[config.mk]
export PLATFORM = sky130hd
export DESIGN_NAME = bcd_down_counter
export DESIGN_NICKNAME = d
export VERILOG_FILES = /design/src/rtl/bcd_pkg.sv /design/src/rtl/bcd_down_counter_digit.sv /design/src/rtl/bcd_down_counter.sv
export SDC_FILE = /design/constraint.sdc
export NUM_CORES = 1
export LEC_CHECK = 0
export ABC_AREA = 1
export CAP_MARGIN = 40
export CELL_PAD_IN_SITES_DETAIL_PLACEMENT = 1
export CELL_PAD_IN_SITES_GLOBAL_PLACEMENT = 2
export CORE_UTILIZATION = 23
export DETAILED_ROUTE_END_ITERATION = 8
export GPL_ROUTABILITY_DRIVEN = 1
export GPL_TIMING_DRIVEN = 0
export PLACE_DENSITY_LB_ADDON = 0.1
export SLEW_MARGIN = 40
export SYNTH_ARGS = -nofsm -noshare
export SYNTH_HDL_FRONTEND = slang
export SYNTH_SLANG_ARGS = --single-unit
[constraint.sdc]
create_clock -name clock -period 1.6 [get_ports clock]
set_clock_uncertainty 0.2 [all_clocks]
set_input_delay 0.48 -clock clock [delete_from_list [all_inputs] [get_ports clock]]
set_output_delay 0.48 -clock clock [all_outputs]
set_load 0.02 [all_outputs]
[src/rtl/bcd_pkg.sv]
// Shared types, constants and helpers for the BCD down counter.
package bcd_pkg;

    typedef logic [3:0] bcd_digit_t;

    localparam bcd_digit_t BCD_ZERO = 4'd0;
    localparam bcd_digit_t BCD_NINE = 4'd9;

    typedef enum logic [1:0] {
        IDLE,
        RUN,
        PAUSED,
        DONE
    } bcd_dn_state_t;

    // Any nibble above nine is forced to nine so the count never holds an illegal code.
    function automatic bcd_digit_t bcd_clamp(input bcd_digit_t d);
        return (d > BCD_NINE) ? BCD_NINE : d;
    endfunction

endpackage

[src/rtl/bcd_down_counter_digit.sv]
// One BCD digit of the down counter: loads a preset or decrements with wrap 0 -> 9.
module bcd_digit_down
    import bcd_pkg::*;
(
    input  logic       clock,
    input  logic       reset,
    input  logic       load,
    input  bcd_digit_t load_digit,
    input  logic       dec_en,
    output bcd_digit_t digit,
    output logic       is_zero
);

    always_ff @(posedge clock or negedge reset) begin
        if (!reset) begin
            digit <= BCD_ZERO;
        end else if (load) begin
            digit <= bcd_clamp(load_digit);
        end else if (dec_en) begin
            digit <= (digit == BCD_ZERO) ? BCD_NINE : digit - 4'd1;
        end
    end

    assign is_zero = (digit == BCD_ZERO);

endmodule

[src/rtl/bcd_down_counter.sv]
// Multi-digit BCD countdown counter with load/run/pause/done sequencing.
// Optional feature: define BCD_DOWN_AUTORELOAD_EN to reload from a shadow preset at terminal count.
module bcd_down_counter
    import bcd_pkg::*;
#(
    parameter int DIGITS = 4
) (
    input  logic                  clock,
    input  logic                  reset,
    input  logic                  load,
    input  logic [4*DIGITS-1:0]   load_value,
    input  logic                  start,
    input  logic                  pause,
    input  logic                  tick,
    output logic [4*DIGITS-1:0]   count,
    output logic                  busy,
    output logic                  done
);

    localparam logic [4*DIGITS-1:0] COUNT_ONE = 1;

    bcd_dn_state_t         state;
    bcd_dn_state_t         next_state;
    logic [DIGITS-1:0]     dec_en;
    logic [DIGITS-1:0]     is_zero;
    logic [4*DIGITS-1:0]   clamped;
    logic [4*DIGITS-1:0]   shadow_value;
    logic [4*DIGITS-1:0]   digit_src;
    logic                  digit_load;
    logic                  do_dec;
    logic                  do_reload;
    logic                  done_next;
    logic                  reload_ok;
    logic                  count_is_zero;
    logic                  count_is_one;

    assign count_is_zero = &is_zero;
    assign count_is_one  = (count == COUNT_ONE);

`ifdef BCD_DOWN_AUTORELOAD_EN
    logic [4*DIGITS-1:0] shadow;

    always_ff @(posedge clock or negedge reset) begin
        if (!reset) begin
            shadow <= '0;
        end else if (load) begin
            shadow <= clamped;
        end
    end

    assign shadow_value = shadow;
    assign reload_ok    = (shadow != '0);
`else
    assign shadow_value = '0;
    assign reload_ok    = 1'b0;
`endif

    assign digit_load = load | do_reload;
    assign digit_src  = load ? clamped : shadow_value;

    // Borrow chain: a digit only steps when every digit below it is already zero.
    assign dec_en[0] = do_dec;

    for (genvar g = 0; g < DIGITS; g++) begin : g_digit
        if (g > 0) begin : g_borrow
            assign dec_en[g] = dec_en[g-1] & is_zero[g-1];
        end

        assign clamped[4*g +: 4] = bcd_clamp(load_value[4*g +: 4]);

        bcd_digit_down u_digit (
            .clock      (clock),
            .reset      (reset),
            .load       (digit_load),
            .load_digit (digit_src[4*g +: 4]),
            .dec_en     (dec_en[g]),
            .digit      (count[4*g +: 4]),
            .is_zero    (is_zero[g])
        );
    end

    always_ff @(posedge clock or negedge reset) begin
        if (!reset) begin
            state <= IDLE;
            busy  <= 1'b0;
            done  <= 1'b0;
        end else begin
            state <= next_state;
            busy  <= (next_state == RUN) || (next_state == PAUSED);
            done  <= done_next;
        end
    end

    // Load overrides everything; pause beats start, which beats tick.
    always_comb begin
        next_state = state;
        do_dec     = 1'b0;
        do_reload  = 1'b0;
        done_next  = 1'b0;
        if (load) begin
            next_state = IDLE;
        end else begin
            case (state)
                IDLE: begin
                    if (start && !count_is_zero) begin
                        next_state = RUN;
                    end
                end
                RUN: begin
                    if (pause) begin
                        next_state = PAUSED;
                    end else if (tick && count_is_one) begin
                        if (reload_ok) begin
                            do_reload = 1'b1;
                            done_next = 1'b1;
                        end else begin
                            do_dec     = 1'b1;
                            next_state = DONE;
                        end
                    end else if (tick && !count_is_zero) begin
                        do_dec = 1'b1;
                    end
                end
                PAUSED: begin
                    if (start) begin
                        next_state = RUN;
                    end
                end
                DONE: begin
                    next_state = IDLE;
                    done_next  = 1'b1;
                end
                default: begin
                    next_state = IDLE;
                end
            endcase
        end
    end

endmodule

---- Yosys cells after proc, flatten, opt, wreduce, memory -nomap -nowiden ----
Cells that the tools add are included.
cells by class
  divide/modulo/power cells ............... 0
  add/sub/neg operators ................... 4
  multiply operators ...................... 0
  equality and inequality tests ........... 6
  reduce and logical (&&, ||, !) cells .... 15
  mux-type cells .......................... 34
  magnitude comparators ................... 8
  bitwise gates (word level) .............. 3
  shift-type cells ........................ 0
operator list
  cell                                                                 count
  4-bit two-way mux                                                    20
  4-bit greater-than comparator (second input constant)                8
  16-bit by 1-bit == test with 1-bit output (second input constant)    1
  4-bit logical NOT                                                    4
  16-bit two-way mux                                                   1
  4-bit by 1-bit subtractor with 4-bit output (second input constant)  4
  2-bit two-way mux                                                    5
  2-bit one-hot mux with 4 select lines                                1
  2-bit nonzero test                                                   4
  1-bit two-way mux                                                    7
  2-bit == test (second input constant)                                3
  2-bit by 1-bit == test with 1-bit output (second input constant)     2
  4-bit AND reduction                                                  1
  1-bit AND                                                            3
  1-bit logical AND                                                    3
  2-bit logical NOT                                                    1
  1-bit logical NOT                                                    1
  1-bit logical OR                                                     1
word-level totals
  bits in writable memories ............... 0
  bits of input ports ..................... 22
  flip-flop bits (word level) ............. 20
  bits in latches ......................... 0
  memory bits (read-only) ................. 0
  output and inout port bits .............. 18
  memories ................................ 0

---- Longest topological paths before layout ----
Gate-level depths: netlist of run 1.
  depth after elaboration ................. 14
  mapped depth ............................ 11
  mapped depth without buffers ............ 11

---- Hierarchy ----
Synthesis of run 1 repeated with hierarchy kept, for this count alone.
second synthesis, totals
  cell total of the unflattened synthesis .. 247
  area total of the unflattened synthesis .. 1,545.2 µm²
modules (own cells, without submodules)
  module            area each (µm²)  cells each  times used
  bcd_digit_down    261.5            41          4
  bcd_down_counter  499.2            83          1

---- Least setup slack after synthesis of run 1 ----
Ideal clock, no wire load.
  kind .................................... flip-flop to flip-flop
  start point ............................. register g_digit[1].u_digit.digit[1]
  end point ............................... register g_digit[3].u_digit.digit[2]
  setup slack ............................. -0.044 ns
  arrival ................................. 1.321 ns
  period minus slack after synthesis ...... 1.644 ns
  data required time ...................... 1.277 ns
  path buffers ............................ 0
  stages on the path, launching flop included .. 9
  cells stage by stage .................... dfrtp_1 > nor2_2 > nand2_2 > nor2_4 > nand4_2 > nand2_4 > nand2_4 > nand2_1 > o21ai_2
between the ends
  cells in the longest elaborated chain, start to end .. 13
  elaborated cells on any way between the ends .. 15
  classes of those cells .................. eq/ne (1); mux (5); bitwise (3); reduce/logical (6)
ends and longest elaborated chain
  element                                  line                          RTL
  start: declaration                       bcd_down_counter_digit.sv:10  output bcd_digit_t digit,
  start signal: assignment                 bcd_down_counter_digit.sv:18  digit <= bcd_clamp(load_digit);
  start signal: assignment                 bcd_down_counter_digit.sv:20  digit <= (digit == BCD_ZERO) ? BCD_NINE : digit - 4'd1;
  4-bit logical NOT                        bcd_down_counter_digit.sv:24  assign is_zero = (digit == BCD_ZERO);
  4-bit AND reduction                      bcd_down_counter.sv:37        assign count_is_zero = &is_zero;
  1-bit logical NOT                        bcd_down_counter.sv:120       end else if (tick && !count_is_zero) begin
  1-bit logical AND                        bcd_down_counter.sv:120
  1-bit two-way mux                        bcd_down_counter.sv:120
  1-bit two-way mux                        bcd_down_counter.sv:112       end else if (tick && count_is_one) begin
  1-bit two-way mux                        bcd_down_counter.sv:110       if (pause) begin
  1-bit two-way mux                        bcd_down_counter.sv:103       case (state)
  1-bit two-way mux                        bcd_down_counter.sv:100       if (load) begin
  1-bit AND                                bcd_down_counter.sv:66        assign dec_en[g] = dec_en[g-1] & is_zero[g-1];
  1-bit AND (*) (2 in a row)               bcd_down_counter.sv:66
  2-bit nonzero test (no source line) (*)  n/a
  end signal: assignment                   bcd_down_counter_digit.sv:18
  end signal: assignment                   bcd_down_counter_digit.sv:20
  end: declaration                         bcd_down_counter_digit.sv:10
Mark *: on every way between the ends. The rest lies on a longest branch, timed or not.
A chain may end at the register's enable or synchronous reset.

---- Final worst setup path of run 1 ----
  start point ............................. register g_digit[2].u_digit.digit[0]
  end point ............................... output count[8]
RTL lines
  element                   line                          RTL
  start: declaration        bcd_down_counter_digit.sv:10
  start signal: assignment  bcd_down_counter_digit.sv:18
  start signal: assignment  bcd_down_counter_digit.sv:20
  end: declaration          bcd_down_counter.sv:15        output logic [4*DIGITS-1:0] count,
No word-level cell between the ends.

==> results of run 1 <==
state kept, by name, indices dropped and copies added (netlist names):
signal and flops:
g_digit.u_digit.digit 16, state 2, busy 1, done 1
worst max-delay path: cells and delay by family (launching register included):
family / cells / cell delay [ns]
DFF: 1 / 0.46
buffers and inverters: 2 / 0.25
path summary, 6_finish.rpt:
path | startpoint | endpoint | cells past startpoint
min in group asynchronous | reset | g_digit[3].u_digit.digit[1] | 2
hold / removal | g_digit[3].u_digit.digit[1] | g_digit[3].u_digit.digit[1] | 2
hold reg to reg | g_digit[3].u_digit.digit[1] | g_digit[3].u_digit.digit[1] | 2
setup reg to reg | g_digit[0].u_digit.digit[1] | g_digit[3].u_digit.digit[2] | 8
setup / recovery | g_digit[2].u_digit.digit[0] | count[8] | 2
max in group asynchronous | reset | g_digit[1].u_digit.digit[1] | 2
layout by cell type (no fill, tap or decap), types with 6 or more instances in the layout:
cell	Yosys	routed
a21oi_1	11	8
buf_2	0	14
buf_4	1	28
buf_6	0	8
clkdlybuf4s50_1	0	17
dfrtp_1	20	10
dfrtp_2	0	10
inv_1	20	19
nand2_1	41	26
nand2_2	3	17
nand3_1	9	8
nor2_1	16	11
nor2_4	2	8
o21ai_0	17	14
o21ai_2	3	6
report_power, final:
part,internal (uW),leakage (uW),switching (uW),total [uW]
Sequential,613,0.000239,131,744
Combinational,567,0.000751,626,1190
Clock,178,0.0000228,184,362
layer usage:
| metal | wire length [microns] | vias to the layer above | GRT usage (%) | part of all wire [%] |
|---|---|---|---|---|
| met5 | 0 | - | 0 | 0 |
| li1 | - | 750 | - | - |
| met4 | 14 | 0 | 2.26 | 0.32 |
| met3 | 152 | 2 | 2.35 | 3.4 |
| met2 | 2350 | 26 | 28.9 | 53 |
| met1 | 1920 | 759 | 18.2 | 43 |
Yosys cell counts, types with 2 or more instances:
cell type and instances:
nor2_4 2, nand2_4 4, a21oi_1 11, nor3_1 4, nand2_2 3, o21a_1 2
nand3_1 9, o21ai_0 17, nand2_1 41, o21ai_2 3, a22o_1 2, inv_1 20
dfrtp_1 20, o22ai_1 2, xor2_1 2, a22oi_1 2, nor2_2 5, nor2_1 16
clkbuf_1 2, o21ai_1 3
stage by stage:
stage / setup WS, ns / hold slack (ns) / util (%) / cell area [sq um] / std cells
2_1_floorplan: 0.0160 / -0.0156 / - / 1340 / 179
3_3_place_gp: -0.611 / 0.342 / 33.1 / 1820 / 290
3_5_place_dp: -0.631 / 0.276 / 33.0 / 1820 / 290
4_1_cts: -0.0519 / 0.376 / 36.5 / 2010 / 317
5_1_grt: -0.0946 / 0.386 / 40.7 / 2240 / 328
6_report: -0.0508 / 0.364 / 40.7 / 2240 / 328
area by class of cell:
type                       instances  area (sq um)  area share (%)
buffer                             3          30.0            1.34
clock buffer                       4          45.0            2.01
inverter                          20          75.1            3.35
multi-input combinational        136           898            40.1
sequential                        20           513            22.9
tap                               72          90.1            4.02
timing repair buffer              73           588            26.3
repair_timing:
| item | in CTS | in global routing |
|---|---|---|
| gates resized for setup | 94 | 43 |
| hold buffers | 1 | 0 |
| pin swaps | 9 | 20 |
| buffers inserted | 22 | 11 |
| endpoints found under the hold margin | 20 | 0 |
| setup endpoints to repair | 38 | 21 |
kinds of logic (layout without fill, tap and decap cells):
logic type                count (synthesis)  count (layout)  synth area share [%]
and+or+nand+nor                          89              89                  33.9
AOI/OAI and AO/OA                        45              45                  20.0
buffers and inverters                    23             100                  6.82
DFF                                      20              20                  37.9
xor gates and xnor gates                  2               2                  1.33
==> qor.yml, run 1 <==
outcome:
  status: "complete, but fails checks"
  violations: "setup timing"
grt:
  grt_first_pass_wirelength_microns: 7480
  grt_overflow: 0
  grt_max_degree: 21
  antenna_found_initial: 0
  grt_usage_pct: 15.3
  grt_pass1_vias: 1627
sta:
  setup_tns_ns: -0.200
  max_freq_ghz: 0.606
  timing.final.hold_violations: 0
  rsz0062_at_grt: "true"
  post-route-period-util_pct: 103
  final_max_slew_viol_count: 0
  tightestPinTransition_ns: 0.501
  fin_crit_ns: 1.65
  setup_slack_ns: -0.0508
  max_slew_margin_pct: 66.6
  finalSetupViolations: 8
critical_path:
  cp-end-kind: "primary output"
  reg2reg_slack_ns: -0.02
  worstPathArrival_ns: 0.97
  slowest_stage: "dfrtp_2"
  path_cells: "buf_6, buf_6"
  crit_fanout: 4
  worst_path_largest_cell_delay_ns: 0.46
  setup.worst_path.start_class: "flop"
  path_class: "flop to primary output"
  path_common_cell: "buf_6"
  critPathRequiredTime_ns: 0.92
synth:
  synth_nets: 201
  yosysTopAreaCellShare_pct: 37.9
  synth_top_cell_by_area: "dfrtp_1"
  synth.area.top_cells: "dfrtp_1 38%, nand2_1 12%, o21ai_0 6.4%"
  syn_area_sq_um: 1320
  yosysSeqAreaShare_pct: 37.9
  synthFlopType: "dfrtp_1"
  syn_avg_cell_area_sq_um: 7.37
  syn-instance-count: 179
  synth.distinct_cells: 29
  synth_edf_count: 0
  synthArstFlopShare_pct: 100
  ys.warnings.count: 0
  ys_ff_latch: 20
floorplanning:
  std_cell_rows: 27
  dieArea_sq_um: 6050
  core-area_sq_um: 5510
  ios: 40
  initial_core_util_pct: 24.0
  die_x_microns: 77.8
  die_h_microns: 77.8
power_and_ir_drop:
  power.leakage_uw: 0.00101
  power_density_nw_per_um2: 1030
  max-vdd-ir-drop_mv: 0.440
  power_uw: 2300
job:
  cap_violations: 0
clocking:
  htreeDepth: 1
  cts_tree: "yes"
  clock_latency_ns: 0.26
  clk_pin_slew_ns: 0.08
  cts-buffers-inserted: 3
  cts_max_path_buffers: 2
  cts.sinks: 20
  cts-root-buf: "clkbuf_8"
place:
  portBuffers: 39
  dp_hpwl_microns: 3030
  place.gp.congestion: 0.806
route:
  routed_wirelength_microns: 4430
  final_antenna_net_count: 0
  dr.first_iter.drc_count: 32
  dr.pass1.iters: 4
  wire_per_inst_microns: 13.5
  num_vias: 1537
  avgViaCountPerCell: 4.69
  route.detailed.drc: 0
layout:
  final_nets: 279
  fillCellCount: 683
  syn_to_final_growth_pct: 69.7
  drive_gt1_share_pct: 46.1
  antennaDiodeCount: 0
hold_path:
  hold_path.class: "flop to flop"
(Power assumes the default switching activity.)
==> run 2: changes to the inputs <==
Settings changed: CORE_MARGIN set to 2.
==> run 2 against run 1 <==
- the flow still finishes with violations (setup timing)
- utilization grew 0.63 points
- non-clock buffer count increased by 4
- register-to-register slack got worse by 0.03 ns
- total power rose by 10%
- critical path depth increased by 5
- first-iteration DRC count is 3.1% higher
- hold slack better by 0.0093 ns
- cell area increased by 2.2%
- maximum frequency shrank 0.15%
- flip-flop and latch count stayed put
- critical endpoint is now g_digit[3].u_digit.digit[3]
- largest cell class unchanged
- largest power group unchanged
==> qor.yml, run 2 (same netlist as run 1, synthesis figures left out) <==
outcome:
  status: "complete, but fails checks"
  violations: "setup timing"
sta:
  tightestPinTransition_ns: 0.507  # +0.00627 ns
  setup_tns_ns: -0.395  # -0.195 ns
  max_freq_ghz: 0.605  # -0.15%
  post-route-period-util_pct: 103  # +0.16 points
  timing.final.hold_violations: 0  # unchanged
  fin_crit_ns: 1.65  # +0.00252 ns
  final_max_slew_viol_count: 0  # unchanged
  setup_slack_ns: -0.0533  # -0.00252 ns
  finalSetupViolations: 16  # +8
  max_slew_margin_pct: 66.2  # -0.42 points
  rsz0062_at_grt: "true"
power_and_ir_drop:
  max-vdd-ir-drop_mv: 0.477  # +8.5%
  power.leakage_uw: 0.00106  # +5.0%
  power_density_nw_per_um2: 1110  # +7.8%
grt:
  grt_overflow: 0  # unchanged
  grt_pass1_vias: 1599  # -1.7%
  antenna_found_initial: 0  # unchanged
  grt_first_pass_wirelength_microns: 7380  # -1.4%
  grt_usage_pct: 14.6  # -0.70 points
  grt_max_degree: 21  # unchanged
route:
  routed_wirelength_microns: 4610  # +3.9%
  wire_per_inst_microns: 13.9  # +2.7%
  dr.pass1.iters: 4  # unchanged
  avgViaCountPerCell: 4.55  # -3.0%
  route.detailed.drc: 0  # unchanged
  num_vias: 1509  # -1.8%
  final_antenna_net_count: 0  # unchanged
  dr.first_iter.drc_count: 33  # +3.1%
floorplanning:
  dieArea_sq_um: 6360  # +5.2%
  core-area_sq_um: 5540  # +0.61%
  die_x_microns: 79.8  # +2.6%
  initial_core_util_pct: 23.8  # -0.15 points
  die_h_microns: 79.8  # +2.6%
  std_cell_rows: 27  # unchanged
  ios: 40  # unchanged
hold_path:
  hold_path.class: "flop to flop"
  hp-start: "g_digit[3].u_digit.digit[0]"
critical_path:
  critPathRequiredTime_ns: 1.56  # +0.64 ns
  cp-end-kind: "flop"
  worst_path_largest_cell_delay_ns: 0.45  # about the same
  crit_fanout: 6  # +2
  startpoint: "g_digit[3].u_digit.digit[0]"
  slowest_stage: "dfrtp_2"
  r2r_start: "g_digit[3].u_digit.digit[0]"
  path_class: "flop to flop"
  cp.buffers_inverters: 1  # -1
  setup.worst_path.start_class: "flop"
  critPathTopFamily: "simple AND/OR/NAND/NOR gates"
  worstPathArrival_ns: 1.61  # +0.64 ns
  path_cells: "nor2_4, nand4_1, nand4_4, nand2_8, buf_6, nand3_2, nand2_1"
layout:
  layout_commonest_cell: "buf_4"
  fillCellCount: 687  # +0.59%
  largest-register: "g_digit.u_digit.digit"
  final_nets: 283  # +1.4%
  syn_to_final_growth_pct: 73.4
  multi_input_area_sq_um: 871  # -3.1%
  antennaDiodeCount: 0  # unchanged
  most-common-layout-cells: "32 x buf_4, 24 x nand2_1, 19 x inv_1"
  drive_gt1_share_pct: 45.8  # -0.32 points
  seq_area_sq_um: 513  # unchanged
  reg_top3: "g_digit.u_digit.digit x16, state x2"
  largest_register_ffs: 16  # unchanged
clocking:
  clk_pin_slew_ns: 0.09  # about the same
  cts_max_path_buffers: 2  # unchanged
  cts.sinks: 20  # unchanged
  clock_latency_ns: 0.26  # about the same
  htreeDepth: 1  # unchanged
  cts-buffers-inserted: 3  # unchanged
  cts-root-buf: "clkbuf_8"
  cts_tree: "yes"
place:
  preCtsSetupSlack_ns: -0.644  # -0.0130 ns
  dp_hpwl_microns: 3110  # +2.5%
  place.gp.congestion: 0.845  # +4.9%
  portBuffers: 39  # unchanged
job:
  cap_violations: 0  # unchanged
==> run 2: path summary, 6_finish.rpt <==
check	endpoint	slack, ns	depth (start not counted)
worst max-delay path	g_digit[3].u_digit.digit[3]	-0.05	7
min in group asynchronous	g_digit[3].u_digit.digit[1]	0.52	2
worst max register to register	g_digit[3].u_digit.digit[3]	-0.05	7
max in group asynchronous	g_digit[1].u_digit.digit[0]	0.30	2
worst min-delay path	g_digit[3].u_digit.digit[0]	0.37	2
worst min register to register	g_digit[3].u_digit.digit[0]	0.37	2
==> run 2: where the power goes <==
group	switching (uW)	leakage, uW	internal (uW)	total, uW
combinational	624	0.000788	623	1250
clock	196	0.0000357	334	531
sequential	142	0.000240	613	755
==> run 2: metrics by stage <==
stage | cell area (sq um) | util [%] | hold WS (ns) | std cells | total power (uW)
2_1_floorplan | 1340 | - | -0.0156 | 179 | 1270
3_3_place_gp | 1820 | 32.9 | 0.338 | 290 | 1630
3_5_place_dp | 1820 | 32.8 | 0.293 | 290 | 1650
4_1_cts | 2060 | 37.1 | 0.373 | 316 | 2310
5_1_grt | 2290 | 41.3 | 0.391 | 332 | 2710
6_report | 2290 | 41.3 | 0.373 | 332 | 2530
==> run 2: worst reg2reg max path: cells and delay by family, from the launching register on <==
family / cells / cell delay [ns]
flops: 1 / 0.45
simple gates: 6 / 0.77
buf+inv: 1 / 0.13
==> run 2: what timing repair did <==
| item | 4_1_cts | 5_1_grt |
|---|---|---|
| hold endpoints to repair | 12 | 0 |
| endpoints found under the setup margin | 37 | 25 |
| pin swaps | 9 | 18 |
| hold buffers | 1 | 0 |
| gates resized for setup | 102 | 39 |
| buffers inserted | 21 | 16 |
==> run 2: per-layer routing <==
metal,GRT usage (%),vias up,share of wire [%]
met5,0,-,0
met4,3.39,0,0.87
met3,2.38,6,3.3
met2,27.0,26,54
met1,17.5,728,41
li1,-,749,-
==> run 2: cell type report <==
class                      instances  share of cell area, %
timing repair buffer              77                   28.0
clock buffer                       3                   1.80
sequential                        20                   22.4
buffer                             3                   1.15
multi-input combinational        136                   38.1
clock inverter                     1                   1.31
tap                               72                   3.94
inverter                          20                   3.28
==> run 3: changes to the inputs <==
Settings changed: CORE_ASPECT_RATIO set to 1.1.
==> run 3 against run 2 <==
- the flow still finishes with violations (setup timing)
- die area about the same
- clock power shrank 32%
- cell area down 1.6%
- register-to-register slack gained 0.02 ns
- clock-buffer cell count up 1
- utilization down 0.12 points
- wire length is 0.87% lower
- cell count is 0.60% lower
- combinational power hardly changed
- critical path type is now flop to primary output
- highest routed layer unchanged
==> qor.yml, run 3 (same netlist as run 1, synthesis figures left out) <==
outcome:
  status: "complete, but fails checks"
  violations: "setup timing"
clocking:
  cts.sinks: 20  # unchanged
  cts_tree: "yes"
  clock_latency_ns: 0.27  # about the same
  cts-root-buf: "clkbuf_8"
  htreeDepth: 1  # unchanged
  cts-buffers-inserted: 3  # unchanged
  cts_max_path_buffers: 2  # unchanged
  clk_pin_slew_ns: 0.08  # about the same
sta:
  fin_crit_ns: 1.68  # +0.0239 ns
  finalSetupViolations: 14  # -2
  final_max_slew_viol_count: 0  # unchanged
  rsz0062_at_grt: "true"
  setup_slack_ns: -0.0771  # -0.0239 ns
  timing.final.hold_violations: 0  # unchanged
  post-route-period-util_pct: 105  # +1.5 points
  setup_tns_ns: -0.355  # +0.0401 ns
  max_slew_margin_pct: 66.1  # -0.11 points
  tightestPinTransition_ns: 0.509  # +0.00161 ns
  max_freq_ghz: 0.596  # -1.4%
floorplanning:
  initial_core_util_pct: 24.2  # +0.33 points
  die_h_microns: 83.5  # +4.6%
  die_x_microns: 76.2  # -4.4%
  core-area_sq_um: 5470  # -1.4%
  std_cell_rows: 28  # +3.7%
  dieArea_sq_um: 6360  # about the same
  ios: 40  # unchanged
layout:
  most-common-layout-cells: "30 x buf_4, 25 x nand2_1, 18 x inv_1"
  fillCellCount: 673  # -2.0%
  final_nets: 278  # -1.8%
  stdcell_area_sq_um: 2250  # -1.6%
  largest_register_ffs: 16  # unchanged
  syn_to_final_growth_pct: 70.5
  layout_commonest_cell: "buf_4"
  reg_top3: "g_digit.u_digit.digit x16, state x2"
  antennaDiodeCount: 0  # unchanged
  drive_gt1_share_pct: 46.3  # +0.51 points
  largest-register: "g_digit.u_digit.digit"
route:
  avgViaCountPerCell: 4.64  # +2.0%
  dr.pass1.iters: 4  # unchanged
  top_layer_used: "met4"
  wl_met1_microns: 1790  # -5.7%
  final_antenna_net_count: 0  # unchanged
  route.detailed.drc: 0  # unchanged
  num_vias: 1530  # +1.4%
  routed_wirelength_microns: 4570  # -0.87%
  wire_per_inst_microns: 13.8  # -0.27%
  met3_length_microns: 143  # -6.5%
  dr.first_iter.drc_count: 47  # +42%
  wl_met2_microns: 2580  # +2.9%
grt:
  grt_pass1_vias: 1636  # +2.3%
  grt_first_pass_wirelength_microns: 7510  # +1.8%
  grt_usage_pct: 14.5  # -0.11 points
  antenna_found_initial: 0  # unchanged
  grt_max_degree: 21  # unchanged
  grt_overflow: 0  # unchanged
power_and_ir_drop:
  max-vdd-ir-drop_mv: 0.445  # -6.8%
  power.leakage_uw: 0.00102  # -4.3%
  power_density_nw_per_um2: 1040  # -6.2%
critical_path:
  setup.worst_path.start_class: "flop"
  cp-end-kind: "primary output"
  path_class: "flop to primary output"
  worstPathArrival_ns: 1.00  # -0.61 ns
  r2r_start: "g_digit[1].u_digit.digit[3]"
  crit_fanout: 3  # -3
  critPathRequiredTime_ns: 0.92  # -0.64 ns
  startpoint: "g_digit[1].u_digit.digit[3]"
place:
  portBuffers: 39  # unchanged
  place.gp.congestion: 0.787  # -6.8%
  placed_cell_area_sq_um: 1820  # +0.21%
  dp_hpwl_microns: 3070  # -1.3%
job:
  cap_violations: 0  # unchanged
hold_path:
  hold_path.class: "flop to flop"
  hp-start: "g_digit[3].u_digit.digit[1]"
[run 3: cell types whose count changed in the layout (fill, tap and decap cells not counted), sizes merged]
cell / previous run / this run
buf: 57 / 50
clkbuf: 5 / 8
bufinv: 1 / 0
clkdlybuf4s15: 0 / 1
dlygate4sd2: 3 / 2
[run 3: final timing paths]
| path | end | slack, ns | cells after the start |
|---|---|---|---|
| setup / recovery | count[7] | -0.08 | 2 |
| hold / removal | g_digit[3].u_digit.digit[1] | 0.36 | 2 |
| setup reg to reg | g_digit[3].u_digit.digit[1] | -0.03 | 8 |
| hold reg to reg | g_digit[3].u_digit.digit[1] | 0.36 | 2 |
| max in group asynchronous | g_digit[1].u_digit.digit[1] | 0.31 | 2 |
| min in group asynchronous | g_digit[3].u_digit.digit[1] | 0.51 | 2 |
[run 3: timing repair]
| action | in CTS | in global routing |
|---|---|---|
| pin swaps | 15 | 21 |
| setup endpoints to repair | 37 | 22 |
| gates resized for setup | 102 | 38 |
| cloned | 0 | 0 |
| hold buffers | 1 | 0 |
| setup buffers | 20 | 12 |
| hold endpoints to repair | 20 | 0 |
[run 3: metal layers]
layer	track usage, %	up-vias
met1	16.0	761
met5	0	-
li1	-	742
met4	4.96	0
met2	27.4	22
met3	2.71	5
[run 3: area by class of cell]
type	count	area, sq um	share of cell area [%]
Clock buffer	4	45.0	2.00
Tap cell	75	93.8	4.17
Buffer	3	30.0	1.33
Inverter	20	75.1	3.34
Timing Repair Buffer	72	586	26.0
Multi-Input combinational cell	136	910	40.4
Sequential cell	20	512	22.7
[run 3: per-stage QoR]
| stage | setup WS [ns] | power [uW] | instances | utilization (%) | hold slack (ns) |
|---|---|---|---|---|---|
| floorplan | 0.0160 | 1270 | 179 | - | -0.0156 |
| global route | -0.114 | 2510 | 330 | 41.2 | 0.396 |
| global placement | -0.615 | 1630 | 293 | 33.4 | 0.341 |
| finish | -0.0771 | 2340 | 330 | 41.2 | 0.360 |
| detailed placement | -0.642 | 1650 | 293 | 33.4 | 0.283 |
| CTS | -0.0446 | 2130 | 318 | 37.5 | 0.361 |
[run 3: worst max-delay path: stages (launching register included)]
cell,delay (ns)
dfrtp_2,0.44
buf_4,0.15
buf_2,0.15
[run 3: power by group]
group          internal, uW  total [uW]  leakage (uW)  switching, uW
Sequential              613         738      0.000240            125
Combinational           586        1240      0.000755            651
Clock                   178         362     0.0000228            184
